==> config.mk <==
export PLATFORM = sky130hd
export DESIGN_NAME = kul_mult_pipe
export DESIGN_NICKNAME = d
export VERILOG_FILES = /design/src/rtl/kul_mult_pkg.sv /design/src/rtl/kul_base2.sv /design/src/rtl/kul_mult_pipe.sv
export SDC_FILE = /design/constraint.sdc
export NUM_CORES = 1
export LEC_CHECK = 0
export CAP_MARGIN = 40
export CORE_ASPECT_RATIO = 2
export CORE_MARGIN = 2
export CORE_UTILIZATION = 25
export DETAILED_ROUTE_END_ITERATION = 16
export RECOVER_POWER = 50
export SLEW_MARGIN = 10
export SYNTH_ARGS = -nofsm -noshare
export SYNTH_HDL_FRONTEND = slang
export SYNTH_SLANG_ARGS = --single-unit
==> constraint.sdc <==
create_clock -name clk -period 3.9 [get_ports clk]
set_clock_uncertainty 0.05 [all_clocks]
set_input_delay 0.975 -clock clk [delete_from_list [all_inputs] [get_ports clk]]
set_output_delay 0.975 -clock clk [all_outputs]
set_load 0.01 [all_outputs]
==> src/rtl/kul_mult_pkg.sv <==
// Shared constants and helpers for the pipelined Kulkarni approximate multiplier.
package kul_mult_pkg;

    localparam int unsigned KUL_BASE_W     = 2;
    localparam logic [3:0]  KUL_APPROX_3X3 = 4'd7;

    function automatic int unsigned clog2(input int unsigned v);
        int unsigned r;
        int unsigned p;
        r = 0;
        p = 1;
        while (p < v) begin
            p = p << 1;
            r = r + 1;
        end
        return r;
    endfunction

endpackage

==> src/rtl/kul_base2.sv <==
// 2x2 multiplier base block; in approximate mode 3x3 yields 7 instead of 9.
module kul_base2
    import kul_mult_pkg::*;
(
    input  logic [KUL_BASE_W-1:0] a_i,
    input  logic [KUL_BASE_W-1:0] b_i,
    input  logic                  approx_i,
    output logic [3:0]            p_o,
    output logic                  hit_o
);

    logic [3:0] exact;

    assign exact = {2'b00, a_i} * {2'b00, b_i};
    assign hit_o = approx_i & (a_i == 2'd3) & (b_i == 2'd3);
    assign p_o   = hit_o ? KUL_APPROX_3X3 : exact;

endmodule

==> src/rtl/kul_mult_pipe.sv <==
// Pipelined recursive Kulkarni multiplier: base products in stage 1, one combine level per stage.
// Optional out_err flag enabled by defining KUL_MULT_ERR_FLAG_EN.
module kul_mult_pipe
    import kul_mult_pkg::*;
#(
    parameter int unsigned WIDTH = 8,
    parameter int unsigned TAG_W = 4
) (
    input  logic                 clk,
    input  logic                 rst,
    input  logic                 in_valid,
    output logic                 in_ready,
    input  logic [WIDTH-1:0]     in_a,
    input  logic [WIDTH-1:0]     in_b,
    input  logic                 in_approx,
    input  logic [TAG_W-1:0]     in_tag,
    output logic                 out_valid,
    input  logic                 out_ready,
    output logic [2*WIDTH-1:0]   out_y,
`ifdef KUL_MULT_ERR_FLAG_EN
    output logic                 out_err,
`endif
    output logic [TAG_W-1:0]     out_tag
);

    localparam int unsigned L  = clog2(WIDTH);
    localparam int unsigned PW = 2 * WIDTH;

    logic stall;

    genvar s, i, j;
    for (s = 1; s <= L; s++) begin : g_stage
        // N sub-operands per operand at this level; products indexed [a_digit*N + b_digit]
        localparam int unsigned N = WIDTH >> s;

        logic [PW-1:0]    prod_d [N*N];
        logic [PW-1:0]    prod_q [N*N];
        logic             valid_d;
        logic             valid_q;
        logic [TAG_W-1:0] tag_d;
        logic [TAG_W-1:0] tag_q;
`ifdef KUL_MULT_ERR_FLAG_EN
        logic             err_d;
        logic             err_q;
`endif

        if (s == 1) begin : g_base
            logic [N*N-1:0] hit;

            for (i = 0; i < N; i++) begin : g_row
                for (j = 0; j < N; j++) begin : g_col
                    logic [3:0] p;

                    kul_base2 u_base (
                        .a_i      (in_a[i*KUL_BASE_W +: KUL_BASE_W]),
                        .b_i      (in_b[j*KUL_BASE_W +: KUL_BASE_W]),
                        .approx_i (in_approx),
                        .p_o      (p),
                        .hit_o    (hit[i*N+j])
                    );

                    assign prod_d[i*N+j] = PW'(p);
                end
            end

            assign valid_d = in_valid;
            assign tag_d   = in_tag;
`ifdef KUL_MULT_ERR_FLAG_EN
            assign err_d   = |hit;
`else
            logic unused_hit;
            assign unused_hit = ^hit;
`endif
        end else begin : g_comb
            localparam int unsigned NP = 2 * N;
            localparam int unsigned K  = 1 << (s - 1);

            for (i = 0; i < N; i++) begin : g_row
                for (j = 0; j < N; j++) begin : g_col
                    logic [PW-1:0] ll, hl, lh, hh;

                    assign ll = g_stage[s-1].prod_q[(2*i)*NP + 2*j];
                    assign hl = g_stage[s-1].prod_q[(2*i+1)*NP + 2*j];
                    assign lh = g_stage[s-1].prod_q[(2*i)*NP + 2*j+1];
                    assign hh = g_stage[s-1].prod_q[(2*i+1)*NP + 2*j+1];

                    assign prod_d[i*N+j] = ll + ((hl + lh) << K) + (hh << (2*K));
                end
            end

            assign valid_d = g_stage[s-1].valid_q;
            assign tag_d   = g_stage[s-1].tag_q;
`ifdef KUL_MULT_ERR_FLAG_EN
            assign err_d   = g_stage[s-1].err_q;
`endif
        end

        // Data registers only load on a valid slot so bubbles leave the last result in place
        always_ff @(posedge clk) begin
            if (rst) begin
                valid_q <= 1'b0;
                tag_q   <= '0;
                prod_q  <= '{default: '0};
`ifdef KUL_MULT_ERR_FLAG_EN
                err_q   <= 1'b0;
`endif
            end else if (!stall) begin
                valid_q <= valid_d;
                if (valid_d) begin
                    tag_q  <= tag_d;
                    prod_q <= prod_d;
`ifdef KUL_MULT_ERR_FLAG_EN
                    err_q  <= err_d;
`endif
                end
            end
        end
    end

    assign out_valid = g_stage[L].valid_q;
    assign out_y     = g_stage[L].prod_q[0];
    assign out_tag   = g_stage[L].tag_q;
`ifdef KUL_MULT_ERR_FLAG_EN
    assign out_err   = g_stage[L].err_q;
`endif

    assign stall    = out_valid & ~out_ready;
    assign in_ready = ~stall;

endmodule

==> Implementation_results.wiki, run 1 <==
{| class="wikitable"
! Metric !! Value
|-
| Slew at the pin closest to its max-slew limit || 1.375 ns
|-
| Number of remaining DRC errors || 0
|-
| Quantity of gates resized following cts || 0
|-
| Unrepaired setup endpoints after global routing || no
|-
| Most frequent cells in the layout || sky130_fd_sc_hd__dfxtp_1 (130), sky130_fd_sc_hd__nand2_1 (103), sky130_fd_sc_hd__ha_1 (96)
|-
| Number of register bits inferred by synthesis || 130
|-
| Number of nets in the final layout || 1077
|-
| Post-synthesis share of cell area spent on and, or, nand and nor gates || 25.17%
|-
| Detail-routed via count per cell || 4.986
|-
| Number of cells on the worst reg-to-reg path || 12
|-
| Post-placement setup slack || 0.3548 ns
|-
| Arrival time of data at the critical path endpoint || 4.00 ns
|-
| Site row count || 91
|-
| Maximum capacitance violations || 0
|-
| Buffers added on ports || 46
|-
| Cells along the critical path || clkdlybuf4s50_1 -> nor2b_1 -> inv_4 -> clkbuf_1 -> nand2_1 -> buf_4 -> or4b_1 -> nand3_1
|-
| Xor-xnor portion of the synthesized cell area || 3.181%
|-
| Mux cell area share after synthesis || 0%
|-
| Floorplan die height || 252.3 µm
|-
| EDFF count, synth || 0
|-
| Wire length reported by the detailed router || 19450 µm
|-
| Fraction of the yosys area taken by sequential cells || 33.76%
|-
| Static leakage || 4.032 nW
|-
| Post-synthesis share of cell area spent on full adders, half adders and majority gates || 18.44%
|-
| Setup-failing EPs final || 0
|-
| Core area || 30630 µm²
|-
| Total clock sinks || 130
|-
| Total negative setup slack || 0 ns
|-
| Area overhead of the layout relative to synthesis || 18.62%
|-
| Pin count of the biggest net entering global routing || 80
|-
| Final HPWL DP || 14180 µm
|-
| Ratio of cells with drive above 1 in the final layout || 5.637%
|-
| H-tree Lvls || 4
|-
| Synthesized cell area || 7709 µm²
|-
| N_diodes || 0
|-
| Post-layout worst setup margin || 0.2030 ns
|-
| Post CTS Setup Buffer Count || 0
|-
| Share of the clock period used by the worst path || 94.80%
|-
| Maximum clock path buffer count || 2
|-
| Fraction of synthesized cell area taken by the top area cell type || 33.76%
|-
| P per Cell Area || 393.7 nW/µm²
|-
| Via count of the first global-routing pass || 6472
|-
| Data required time of the worst path || 4.21 ns
|-
| Most common library cell in the layout ignoring fill and taps || sky130_fd_sc_hd__dfxtp_1
|-
| Highest ir drop seen on vdd || 0.2588 mV
|-
| Initial core utilization || 25.17%
|-
| Synthesized netlist net count || 1052
|-
| TritonCTS clock tree || built
|-
| Prevailing post-synth register cell || sky130_fd_sc_hd__dfxtp_1
|-
| Clock Latency Late Sink || 0.42 ns
|-
| DRC violation total after the first TritonRoute iteration || 484
|-
| CTS clk-pin slew, worst paths || 0.06 ns
|-
| Num ports || 47
|-
| Startpoint type of the worst setup path || primary input
|-
| Final-layout fill cell count || 3204
|-
| Slowest cell delay on critical path || 1.01 ns
|-
| Count of vias placed by the detailed router || 6632
|-
| Crit path max fanout || 23
|-
| Leftover overflow at the end of global routing || 0
|-
| Critical Setup Path Class || in2reg
|-
| Die span in x || 128.2 µm
|-
| Async S/R FF share, synth || 0%
|-
| Area leader, netlist || sky130_fd_sc_hd__dfxtp_1
|-
| Number of buffers created by CTS || 17
|-
| Die Footprint || 32340 µm²
|-
| Biggest area contributors in the synthesized netlist || sky130_fd_sc_hd__dfxtp_1 (34%), sky130_fd_sc_hd__ha_1 (16%), sky130_fd_sc_hd__nand2_1 (5.1%)
|-
| Critical path capture point type || flop
|-
| Placer congestion estimate || 0.8587
|-
| Drt pass-1 iters || 5
|-
| Wire length of the first global-routing pass || 32560 µm
|-
| Buffer type at the clock tree root || sky130_fd_sc_hd__clkbuf_16
|-
| Final slew viol count || 0
|-
| Rel. slew slack || 8.327%
|-
| Shortest clock period the worst path allows after layout || 3.697 ns
|-
| Instance count along the most critical hold path || 2
|-
| Post-route antenna net violation count || 0
|-
| Status || finished, final reports clean
|-
| Timing-limited maximum frequency || 0.2705 GHz
|-
| Per-cell routed wire length || 14.63 µm
|-
| Type of the worst min-delay path || reg2reg
|-
| Fraction of the mapped netlist area in compound gates || 15.60%
|-
| Gr usage total || 12.39%
|-
| Number of antenna violations at the first check in global routing || 0
|-
| Number of warnings issued by yosys || 0
|-
| Count of different cell masters after synthesis || 51
|-
| Final number of hold-violating endpoints || 0
|-
| Slowest cell on the critical path || sky130_fd_sc_hd__clkbuf_1
|-
| Dominant combinational cell family by area after synthesis || simple AND/OR/NAND/NOR gates
|-
| Count of hold-fix buffers inserted at cts || 0
|-
| Mapped Avg Cell Area || 8.379 µm²
|-
| Mapped Cells || 920
|}
[cells in the mapped netlist, drive strengths merged (14+ instances only)]
| cell | n |
|---|---|
| and2 | 51 |
| o21ai | 18 |
| buf | 32 |
| nand2 | 105 |
| a211oi | 14 |
| nor2 | 83 |
| dfxtp | 130 |
| xnor2 | 16 |
| nand3 | 61 |
| clkbuf | 22 |
| nor3 | 70 |
| ha | 96 |
| a2bb2oi | 16 |
| a21oi | 77 |
| a21o | 27 |
[metrics by stage]
| step | hold slack, ns | cell area (µm²) | util [%] | instances | power (W) |
|---|---|---|---|---|---|
| finish | 0.3992 | 9144 | 29.85 | 1330 | 0.003600 |
| floorplan | 0.3821 | 7709 | - | 920 | 0.001775 |
| CTS | 0.4036 | 9156 | 29.90 | 1330 | 0.003634 |
| global route | 0.4239 | 9144 | 29.85 | 1330 | 0.003758 |
| detailed placement | 0.3969 | 8524 | 27.83 | 1298 | 0.001926 |
| global placement | 0.3945 | 8497 | 27.74 | 1297 | 0.001913 |
[logic make-up (layout without fill, tap and decap cells)]
kind of cell | after synthesis | after routing
buffers and inverters | 66 | 104
adders and majority gates | 107 | 107
AOI/OAI and AO/OA | 186 | 186
and+or+nand+nor | 403 | 403
DFF | 130 | 130
xor gates and xnor gates | 28 | 28
[routing by layer]
metal	GRT usage, %	wire length [µm]
met4	3.579	281
met2	20.86	9222
met3	1.926	865
met1	16.29	9084
met5	0	0
[power breakdown]
group	switching (W)	total, W	internal (W)
clock network	0.000625	0.00170	0.00107
logic	0.000287	0.000479	0.000192
registers	0.0000366	0.00142	0.00138
[path summary, 6_finish.rpt]
| check | startpoint | end | slack (ns) |
|---|---|---|---|
| max | out_ready | out_y[10] | 0.20 |
| min | out_y[9] | out_y[9] | 0.40 |
| max reg2reg | g_stage[3].g_comb.g_row[0].g_col[0].hl[0] | out_y[13] | 0.32 |
| min reg2reg | out_y[9] | out_y[9] | 0.40 |
[registers in the layout, summed over array words and instances, names as in the netlist]
register,count
g_stage.g_comb.g_row.g_col.hl,25
g_stage.g_comb.g_row.g_col.lh,25
g_stage.g_comb.g_row.g_col.ll,25
g_stage.g_comb.g_row.g_col.hh,24
out_y,16
g_stage.tag_q,8
out_tag,4
g_stage.valid_q,2
out_valid,1
[critical path: cells and delay by family]
family / cells / cell delay (ns)
buf+inv: 4 / 1.89
simple gates: 4 / 1.13
[cell type report]
type	count	area, µm²	share of cell area, %
clock buffers	17	425.4	4.652
inverters	12	47.55	0.5200
well taps	372	465.4	5.090
repair buffers	60	583.1	6.377
multi-input cells	724	4813	52.64
flip-flops and latches	130	2603	28.46
clock inverters	15	206.4	2.258
Power figures use the tool's default switching activity.
==> run 2, diff against run 1 <==
Settings changed: ABC_AREA from default to 1.
==> Implementation_results.wiki, run 2 <==
{| class="wikitable"
! Metric !! Value
|-
| N_diodes || 0 (unchanged)
|-
| Number of remaining DRC errors || 0 (unchanged)
|-
| Clock Latency Late Sink || 0.42 ns (about the same)
|-
| Num ports || 47 (unchanged)
|-
| Synthesized netlist net count || 1223 (was 1052)
|-
| Post-layout worst setup margin || 0.3299 ns (was 0.2030 ns)
|-
| Most common library cell in the layout ignoring fill and taps || sky130_fd_sc_hd__nor2_1 (was sky130_fd_sc_hd__dfxtp_1)
|-
| EDFF count, synth || 0 (unchanged)
|-
| Floorplan die height || 255.7 µm (was 252.3 µm)
|-
| Timing-limited maximum frequency || 0.2801 GHz (was 0.2705 GHz)
|-
| Terminating pin of the worst hold path || g_stage[2].g_comb.g_row[0].g_col[1].hh[0] (was out_y[9])
|-
| Rel. slew slack || 1.442% (was 8.327%)
|-
| Number of nets in the final layout || 1238 (was 1077)
|-
| Count of different cell masters after synthesis || 31 (was 51)
|-
| Share of the clock period used by the worst path || 91.54% (was 94.80%)
|-
| Post-synthesis share of cell area spent on and, or, nand and nor gates || 22.19% (was 25.17%)
|-
| Gr usage total || 12.64% (was 12.39%)
|-
| Async S/R FF share, synth || 0% (unchanged)
|-
| Maximum clock path buffer count || 2 (unchanged)
|-
| Hold wc startpoint || g_stage[2].g_comb.g_row[0].g_col[1].hh[0] (was out_y[9])
|-
| Data required time of the worst path || 2.87 ns (was 4.21 ns)
|-
| Crit path max fanout || 6 (was 23)
|-
| Wire length of the first global-routing pass || 33520 µm (was 32560 µm)
|-
| Number of warnings issued by yosys || 0 (unchanged)
|-
| Buffers added on ports || 46 (unchanged)
|-
| Number of cells on the worst reg-to-reg path || 16 (was 12)
|-
| Unrepaired setup endpoints after global routing || no (unchanged)
|-
| Site row count || 92 (was 91)
|-
| Mapped Avg Cell Area || 7.257 µm² (was 8.379 µm²)
|-
| Prevailing post-synth register cell || sky130_fd_sc_hd__dfxtp_1 (unchanged)
|-
| Mapped Cells || 1091 (was 920)
|-
| Mux cell area share after synthesis || 0% (unchanged)
|-
| List of most frequent post-synthesis cells || sky130_fd_sc_hd__nor2_1 (179), sky130_fd_sc_hd__nand2_1 (174), sky130_fd_sc_hd__dfxtp_1 (130) (was sky130_fd_sc_hd__dfxtp_1 (130), sky130_fd_sc_hd__nand2_1 (104), sky130_fd_sc_hd__ha_1 (96))
|-
| Wire length reported by the detailed router || 19950 µm (was 19450 µm)
|-
| H-tree Lvls || 4 (unchanged)
|-
| TritonCTS clock tree || built (unchanged)
|-
| Critical path capture point type || output pin (was flop)
|-
| Xor-xnor portion of the synthesized cell area || 2.544% (was 3.181%)
|-
| Synthesized cell area || 7918 µm² (was 7709 µm²)
|-
| Final HPWL DP || 13820 µm (was 14180 µm)
|-
| Type of the worst min-delay path || reg2reg (unchanged)
|-
| Number of register bits inferred by synthesis || 130 (unchanged)
|-
| Drt pass-1 iters || 5 (unchanged)
|-
| Final Total Pwr || 0.003811 W (was 0.003600 W)
|-
| Reg2reg end || out_y[13] (unchanged)
|-
| Initial core utilization || 25.29% (was 25.17%)
|-
| Die span in x || 129.8 µm (was 128.2 µm)
|-
| Arrival time of data at the critical path endpoint || 2.55 ns (was 4.00 ns)
|-
| Highest ir drop seen on vdd || 0.3580 mV (was 0.2588 mV)
|-
| Total negative setup slack || 0 ns (unchanged)
|-
| Reg-to-reg startpoint || g_stage[3].g_comb.g_row[0].g_col[0].hl[0] (unchanged)
|-
| CTS clk-pin slew, worst paths || 0.06 ns (about the same)
|-
| Core area || 31310 µm² (was 30630 µm²)
|-
| Startpoint type of the worst setup path || primary input (unchanged)
|-
| Ratio of cells with drive above 1 in the final layout || 4.114% (was 5.637%)
|-
| Instance count along the most critical hold path || 2 (unchanged)
|-
| Number of buffers created by CTS || 17 (unchanged)
|-
| Slew at the pin closest to its max-slew limit || 1.478 ns (was 1.375 ns)
|-
| Fraction of synthesized cell area taken by the top area cell type || 32.87% (was 33.76%)
|-
| Setup-failing EPs final || 0 (unchanged)
|-
| Detail-routed via count per cell || 4.441 (was 4.986)
|-
| Count of hold-fix buffers inserted at cts || 0 (unchanged)
|-
| Placer congestion estimate || 0.7989 (was 0.8587)
|-
| Most frequent cells in the layout || sky130_fd_sc_hd__nor2_1 (180), sky130_fd_sc_hd__nand2_1 (174), sky130_fd_sc_hd__dfxtp_1 (130) (was sky130_fd_sc_hd__dfxtp_1 (130), sky130_fd_sc_hd__nand2_1 (103), sky130_fd_sc_hd__ha_1 (96))
|-
| Number of antenna violations at the first check in global routing || 0 (unchanged)
|-
| Via count of the first global-routing pass || 6817 (was 6472)
|-
| Fraction of the mapped netlist area in compound gates || 14.76% (was 15.60%)
|-
| Maximum capacitance violations || 0 (unchanged)
|-
| Pin count of the biggest net entering global routing || 79 (was 80)
|-
| DRC violation total after the first TritonRoute iteration || 346 (was 484)
|-
| Die Footprint || 33200 µm² (was 32340 µm²)
|-
| Core Util, Final || 29.44% (was 29.85%)
|-
| Per-cell routed wire length || 12.94 µm (was 14.63 µm)
|-
| Final-layout fill cell count || 3487 (was 3204)
|-
| Design area || 9216 µm² (was 9144 µm²)
|-
| Dominant combinational cell family by area after synthesis || simple AND/OR/NAND/NOR gates (unchanged)
|-
| Count of vias placed by the detailed router || 6844 (was 6632)
|-
| Total clock sinks || 130 (unchanged)
|-
| Post-placement setup slack || 0.6371 ns (was 0.3548 ns)
|-
| Buffer type at the clock tree root || sky130_fd_sc_hd__clkbuf_16 (unchanged)
|-
| Area leader, netlist || sky130_fd_sc_hd__dfxtp_1 (unchanged)
|-
| Post CTS Setup Buffer Count || 0 (unchanged)
|-
| Shortest clock period the worst path allows after layout || 3.570 ns (was 3.697 ns)
|-
| Status || finished, final reports clean (unchanged)
|-
| Final slew viol count || 0 (unchanged)
|-
| Cell with the most instances after synthesis || sky130_fd_sc_hd__nor2_1 (was sky130_fd_sc_hd__dfxtp_1)
|-
| Placed cell area || 8647 µm² (was 8524 µm²)
|-
| Post-synthesis share of cell area spent on full adders, half adders and majority gates || 17.95% (was 18.44%)
|-
| Quantity of gates resized following cts || 0 (unchanged)
|-
| Register-to-register setup slack || 0.73 ns (was 0.32 ns)
|-
| P per Cell Area || 413.5 nW/µm² (was 393.7 nW/µm²)
|-
| Final number of hold-violating endpoints || 0 (unchanged)
|-
| Biggest area contributors in the synthesized netlist || sky130_fd_sc_hd__dfxtp_1 (33%), sky130_fd_sc_hd__ha_1 (15%), sky130_fd_sc_hd__nor2_1 (8.5%) (was sky130_fd_sc_hd__dfxtp_1 (34%), sky130_fd_sc_hd__ha_1 (16%), sky130_fd_sc_hd__nand2_1 (5.1%))
|-
| Post-route antenna net violation count || 0 (unchanged)
|-
| Leftover overflow at the end of global routing || 0 (unchanged)
|-
| Critical Setup Path Class || in2out (was in2reg)
|-
| Fraction of the yosys area taken by sequential cells || 32.87% (was 33.76%)
|-
| Area overhead of the layout relative to synthesis || 16.40% (was 18.62%)
|-
| Static leakage || 4.647 nW (was 4.032 nW)
|}
run 2: cell types whose count changed after synthesis, moves of 51 or more:
cell and change:
sky130_fd_sc_hd__nor2_1 +97, sky130_fd_sc_hd__o21ai_0 +91, sky130_fd_sc_hd__nor3_1 -67, sky130_fd_sc_hd__nand2_1 +70, sky130_fd_sc_hd__inv_1 +107, sky130_fd_sc_hd__and2_1 -51
run 2: cells by family after synthesis:
family                     Yosys count
AOI/OAI and AO/OA                  224
xor gates and xnor gates            23
adders and majority gates          107
buffers and inverters              176
DFF                                130
and+or+nand+nor                    431
run 2: where the power goes:
| part | internal [W] | switching [W] | total (W) |
|---|---|---|---|
| combinational | 0.000266 | 0.000413 | 0.000678 |
| sequential | 0.00142 | 0.0000544 | 0.00148 |
| clock | 0.00104 | 0.000620 | 0.00166 |
run 2: cell type report:
class,instances,area (µm²),share of cell area [%]
Clock inverter,12,157.7,1.711
Multi-Input combinational cell,785,4531,49.16
Clock buffer,19,452.9,4.914
Sequential cell,130,2603,28.24
Inverter,121,454.2,4.928
Timing Repair Buffer,51,489.2,5.308
Tap cell,423,529.3,5.743
run 2: per-stage QoR:
stage	std cells	hold WS, ns
6_report	1541	0.4199
5_1_grt	1541	0.4440
4_1_cts	1541	0.4223
3_5_place_dp	1510	0.4099
3_3_place_gp	1510	0.4064
2_1_floorplan	1091	0.3905
run 2: per-layer routing:
layer,vias up,global-route usage (%),share of wire (%)
met5,-,0,0
met4,0,3.973,1.6
met3,24,2.299,3.4
met2,92,21.97,50
met1,3151,15.55,45
li1,3577,-,-
run 2: worst max path at each step:
stage,from,depth (start not counted),slack (ns),end
finish,out_ready,4,0.33,in_ready
global route,rst,5,0.24,g_stage[3].g_comb.g_row[0].g_col[0].hh[0]
CTS,out_ready,4,0.63,in_ready
detailed placement,out_ready,4,0.64,in_ready
global placement,out_ready,4,0.63,in_ready
floorplan,g_stage[3].g_comb.g_row[0].g_col[0].hl[0],16,1.0,out_y[13]
run 2: critical path: stages:
cell                              delay, ns
sky130_fd_sc_hd__clkdlybuf4s50_1       0.39
sky130_fd_sc_hd__nor2_1                0.54
sky130_fd_sc_hd__inv_1                 0.13
sky130_fd_sc_hd__clkdlybuf4s50_1       0.51
==> run 3, diff against run 2 <==
Settings changed: CAP_MARGIN 40 to default.
==> results of run 3 <==
Same layout as run 2: the final DEF is identical, and so are final timing and power.
